## src/rtl/sample_serializer.sv

```systemverilog
// Buffers signed PCM samples in a small FIFO and streams each one, MSB first,
// on both channels of an I2S frame (64 bit slots, one-slot data delay).
module sample_serializer #(
    parameter int SAMPLE_WIDTH = 32,
    parameter int BCLK_DIV     = 4,
    parameter int FIFO_DEPTH   = 4
) (
    input  logic                          clk,
    input  logic                          reset_n,
    input  logic [SAMPLE_WIDTH-1:0]       sample_in,
    input  logic                          sample_valid,
    output logic                          sample_ready,
    output logic                          dac_bclk,
    output logic                          dac_lrck,
    output logic                          dac_data,
    output logic [$clog2(FIFO_DEPTH):0]   fifo_level,
    output logic                          underflow
);

    localparam int PTR_W = $clog2(FIFO_DEPTH);
    localparam int LVL_W = PTR_W + 1;
    localparam int DIV_W = (BCLK_DIV > 1) ? $clog2(BCLK_DIV) : 1;
    localparam logic [DIV_W-1:0] DIV_LAST   = DIV_W'(BCLK_DIV - 1);
    localparam logic [LVL_W-1:0] FULL_LEVEL = LVL_W'(FIFO_DEPTH);

    logic [DIV_W-1:0]        div_cnt;
    logic [5:0]              bit_cnt;
    logic [31:0]             frame_w;
    logic [SAMPLE_WIDTH-1:0] fifo_mem [FIFO_DEPTH];
    logic [PTR_W-1:0]        rd_ptr;
    logic [PTR_W-1:0]        wr_ptr;

    logic        div_wrap;
    logic        fall_evt;
    logic        frame_load;
    logic        fifo_empty;
    logic        push;
    logic        pop;
    logic [5:0]  next_bit;
    logic [31:0] load_word;
    logic [31:0] next_w;
    logic [4:0]  slot_idx;
    logic        next_data;

    always_comb begin
        div_wrap     = (div_cnt == DIV_LAST);
        fall_evt     = div_wrap && dac_bclk;
        next_bit     = bit_cnt + 6'd1;
        frame_load   = fall_evt && (next_bit == 6'd1);
        fifo_empty   = (fifo_level == '0);
        sample_ready = (fifo_level < FULL_LEVEL);
        push         = sample_valid && sample_ready;
        pop          = frame_load && !fifo_empty;
        load_word    = fifo_empty ? 32'd0
                                  : (32'(fifo_mem[rd_ptr]) << (32 - SAMPLE_WIDTH));
        // Slot 1 must already emit the MSB of the word being loaded on this edge.
        next_w       = frame_load ? load_word : frame_w;
        // Slot s carries W[(32 - s) mod 32]; slot 0 therefore repeats the old LSB.
        slot_idx     = 5'd0 - next_bit[4:0];
        next_data    = next_w[slot_idx];
    end

    always_ff @(posedge clk or negedge reset_n) begin
        if (!reset_n) begin
            div_cnt    <= '0;
            dac_bclk   <= 1'b0;
            bit_cnt    <= '0;
            dac_lrck   <= 1'b0;
            dac_data   <= 1'b0;
            frame_w    <= '0;
            underflow  <= 1'b0;
            rd_ptr     <= '0;
            wr_ptr     <= '0;
            fifo_level <= '0;
        end else begin
            underflow <= 1'b0;

            if (div_wrap) begin
                div_cnt  <= '0;
                dac_bclk <= ~dac_bclk;
            end else begin
                div_cnt <= div_cnt + 1'b1;
            end

            if (fall_evt) begin
                bit_cnt  <= next_bit;
                dac_lrck <= next_bit[5];
                dac_data <= next_data;
                if (frame_load) begin
                    frame_w   <= load_word;
                    underflow <= fifo_empty;
                end
            end

            if (push) wr_ptr <= wr_ptr + 1'b1;
            if (pop)  rd_ptr <= rd_ptr + 1'b1;

            if (push && !pop)      fifo_level <= fifo_level + 1'b1;
            else if (pop && !push) fifo_level <= fifo_level - 1'b1;
        end
    end

    // NOTE: storage array has no reset; the cleared level/pointers make stale contents unreachable.
    always_ff @(posedge clk) begin
        if (push) fifo_mem[wr_ptr] <= sample_in;
    end

endmodule

```

## config.mk

```make
export PLATFORM = sky130hd
export DESIGN_NAME = sample_serializer
export DESIGN_NICKNAME = d
export VERILOG_FILES = /design/src/rtl/sample_serializer.sv
export SDC_FILE = /design/constraint.sdc
export NUM_CORES = 1
export LEC_CHECK = 0
export ABC_AREA = 0
export CAP_MARGIN = 20
export CORE_MARGIN = 2
export CORE_UTILIZATION = 45
export DETAILED_ROUTE_END_ITERATION = 7
export GPL_TIMING_DRIVEN = 0
export HOLD_SLACK_MARGIN = 0.02
export SLEW_MARGIN = 5
export SYNTH_ARGS = -nofsm -noshare
export SYNTH_HDL_FRONTEND = slang
export SYNTH_SLANG_ARGS = --single-unit
export TNS_END_PERCENT = 30
```

## constraint.sdc

```tcl
create_clock -name clk -period 5 [get_ports clk]
set_input_delay 0.75 -clock clk [delete_from_list [all_inputs] [get_ports clk]]
set_output_delay 0.75 -clock clk [all_outputs]
set_load 0.01 [all_outputs]
```

==> run_results.csv <==
group,metric,value,unit
run_status,status,"complete, no violations",
clocking,cts_tree,"yes",
sta,slew_headroom,0.280,
placement,place_ws,1.98,ns
worst_setup_path,worst_setup_path_end_kind,"register",
clocking,holdBufCountCts,0,
routing,ant_nets,0,
placement,place_congestion,0.906,
worst_hold_path,hold_class,"in2async",
worst_setup_path,rrSetupSlack,1.94,ns
synthesis,synth_top_area_cell,"edfxtp_1",
run,cap_viol_max_count,0,
clocking,htreeDepth,4,
worst_setup_path,critPathLaunchType,"register",
sta,timing.final.ws_setup,1.94,ns
die,core_area,15900,um2
worst_setup_path,arrival,3.34,ns
placement,dpl.hpwl,10200,um
placement,port_buffers,42,
synthesis,syn_area,7380,um2
worst_setup_path,path_class,"reg2reg",
routing,drt-pass1-iter-count,4,
sta,drv_slew,0,
worst_setup_path,rr_endpoint,"dac_data$_DFFE_PN0P_",
worst_setup_path,r2r-start,"bit_cnt[0]$_DFFE_PN0P_",
synthesis,synth_top_cell_area_share,0.521,
clocking,post-cts-setup-buffers,0,
die,start_util,0.463,
global_route,antenna_found_initial,0,
power_and_ir_drop,p_int,3010,uW
worst_setup_path,critical_path.slowest_cell,"clkbuf_1",
die,fp.dieH,132,um
die,dieArea,17400,um2
layout,nNetsFinal,589,
global_route,grt_pass1_wl,24200,um
power_and_ir_drop,power_switching,1070,uW
layout,diodes,0,
synthesis,syn_area_per_cell,15.4,um2
synthesis,synth_commonest_cells,"128 x edfxtp_1, 70 x nand2_1, 50 x dfrtp_1, 30 x mux4_2, 27 x o21ai_0",
routing,vias_per_cell,5.51,
synthesis,synth_most_common_cell,"edfxtp_1",
worst_setup_path,worstPathCellList,"buf_2 > inv_1 > ha_1 > clkbuf_1 > nor2_1 > buf_2 > a22o_1 > nand2_1 > o311ai_1 > a221oi_1 > o31a_1 > a311oi_2",
clocking,cts_root_buf,"clkbuf_16",
global_route,grt_max_degree,30,
synthesis,syn-num-nets,523,
layout,drive_gt1_frac,0.172,
routing,drt_iter0_markers,226,
layout,fin_util,0.549,
worst_setup_path,slowest_delay,0.42,ns
clocking,cts_resized,0,
synthesis,ys_warn_count,0,
worst_setup_path,r2r_cells,12,
power_and_ir_drop,clockPowerShare,0.327,
synthesis,ys_ff_latch,178,
power_and_ir_drop,seqPwrFrac,0.473,
worst_setup_path,cp_max_fo,10,
power_and_ir_drop,power_frac_comb,0.199,
global_route,grt_pass1_vias,4439,
routing,route.detailed.drc,0,
clocking,cts.sinks,178,
synthesis,synth_flop_cell,"edfxtp_1",
clocking,clkLatencyLatePin,0.43,ns
clocking,path_clk_slew,0.06,ns
synthesis,synth_cells,479,
worst_setup_path,cpMostUsedCell,"buf_2",
sta,worst_pin_slew,1.07,ns
synthesis,ys_seq_area_frac,0.691,
power_and_ir_drop,peakVddDrop,235,uV
sta,fin_worst_skew,0.00637,ns
sta,setup_viol,0,
die,placementRows,46,
sta,hold_viol,0,
synthesis,yosysUniqueCellTypes,55,
clocking,cts_buffer_depth,2,
sta,min_period,3.06,ns
die,top_level_ports,43,
sta,tns,0,ns
synthesis,ys_top_cells_by_area,"edfxtp_1 52%, dfrtp_1 17%, mux4_2 9.2%, nand2_1 3.6%, o21ai_0 1.8%",
power_and_ir_drop,powerDensity,467,nW/um2
sta,grt_setup_unrepaired,"false",
routing,vias,4268,
layout,synthToLayoutAreaGrowth,18.7,%
sta,finalCritPeriodShare,0.613,
worst_setup_path,critPathLaunch,"bit_cnt[0]$_DFFE_PN0P_",
power_and_ir_drop,netSwitchingFraction,0.263,
synthesis,synth-edff-count,128,
synthesis,async_flop_share,0.281,
sta,max_clock_freq,0.326,GHz
die,die_w,132,um
global_route,grt.total_usage,0.184,
clocking,cts_buffers,17,
global_route,overflow,0,
power_and_ir_drop,leakagePower,0.00324,uW
routing,wl_per_cell,19.3,um
worst_setup_path,critPathRequiredTime,5.28,ns
routing,wirelength,14900,um
-- power by group through the flow --
stage | combinational [uW] | clock, uW | sequential (uW)
floorplan | 526 | 0 | 1950
global placement | 786 | 0 | 1960
detailed placement | 833 | 0 | 1970
CTS | 836 | 1360 | 1940
global route | 910 | 1410 | 1960
finish | 815 | 1340 | 1930
-- cells by family after synthesis --
| group | synth area share |
|---|---|
| DFF | 0.691 |
| adders and majority gates | 0.0163 |
| AOI/OAI and AO/OA | 0.0716 |
| muxes | 0.106 |
| buffers and inverters | 0.0280 |
| xor gates and xnor gates | 0.0166 |
| and+or+nand+nor | 0.0707 |
-- flip-flops by register name, summed over array words and instances (netlist names), 2 cells and up --
name,flops
bit_cnt,5
div_cnt,2
fifo_level,3
fifo_mem,128
frame_w,32
rd_ptr,2
wr_ptr,2
-- placed cells by master, fill, tap and decap left out, types with 3 or more instances in the layout --
cell             count
dfrtp_1             50
and2_2               4
clkdlybuf4s50_1     41
ha_1                 8
clkinv_4             3
clkbuf_1            15
mux2_2               5
xor2_1               3
xnor2_1             11
a22oi_1              4
nand3_1              7
inv_1               11
buf_2               16
nor3_1               4
a21oi_1              9
nand2_1             70
nor2_1              10
a22o_1               7
mux2i_1              5
nand4_1              3
edfxtp_1           128
bufinv_16            3
o31ai_1              4
or3_1                5
clkbuf_16           17
and2_1               3
o21ai_1              4
o21ai_0             27
mux4_2              30
buf_12               5
-- stage by stage --
| step | hold WS (ns) | std cells | cell area, um2 | power [uW] |
|---|---|---|---|---|
| 3_3_place_gp | 0.420 | 737 | 8070 | 2740 |
| 3_5_place_dp | 0.434 | 742 | 8170 | 2800 |
| 6_report | 0.302 | 774 | 8760 | 4090 |
| 5_1_grt | 0.324 | 774 | 8760 | 4280 |
| 2_1_floorplan | 0.410 | 479 | 7380 | 2470 |
| 4_1_cts | 0.299 | 774 | 8760 | 4130 |
-- worst max-delay path: cells and delay by family, from the launching register on --
kind / cells / cell delay (ns)
buf+inv: 4 / 1.03
flops: 1 / 0.39
simple gates: 2 / 0.16
compound gates: 5 / 0.98
fa+ha+maj: 1 / 0.34
-- worst max-delay path by stage --
| stage | depth (start not counted) | slack [ns] | to |
|---|---|---|---|
| after floorplan | 8 | 2.43 | dac_data$_DFFE_PN0P_ |
| after global placement | 4 | 1.45 | fifo_mem[3][6]$_DFFE_PP_ |
| after detailed placement | 12 | 1.98 | dac_data$_DFFE_PN0P_ |
| after CTS | 12 | 1.96 | dac_data$_DFFE_PN0P_ |
| after global routing | 12 | 1.70 | dac_data$_DFFE_PN0P_ |
| final | 12 | 1.94 | dac_data$_DFFE_PN0P_ |
-- cell type report --
class                   instances  area (um2)
clock inverters                10         136
plain buffers                  32         161
fillers                      1331        7190
repair buffers                 47         515
clock buffers                  22         454
well taps                     216         270
multi-input cells             257        2080
flip-flops and latches        178        5090
inverters                      12        45.0
-- metal layers --
layer	GRT usage	wire length [um]
met1	0.246	6650
met2	0.295	7290
met3	0.0384	638
met4	0.0791	370
met5	0	0
Note: power is estimated with default switching activity, not from simulation.
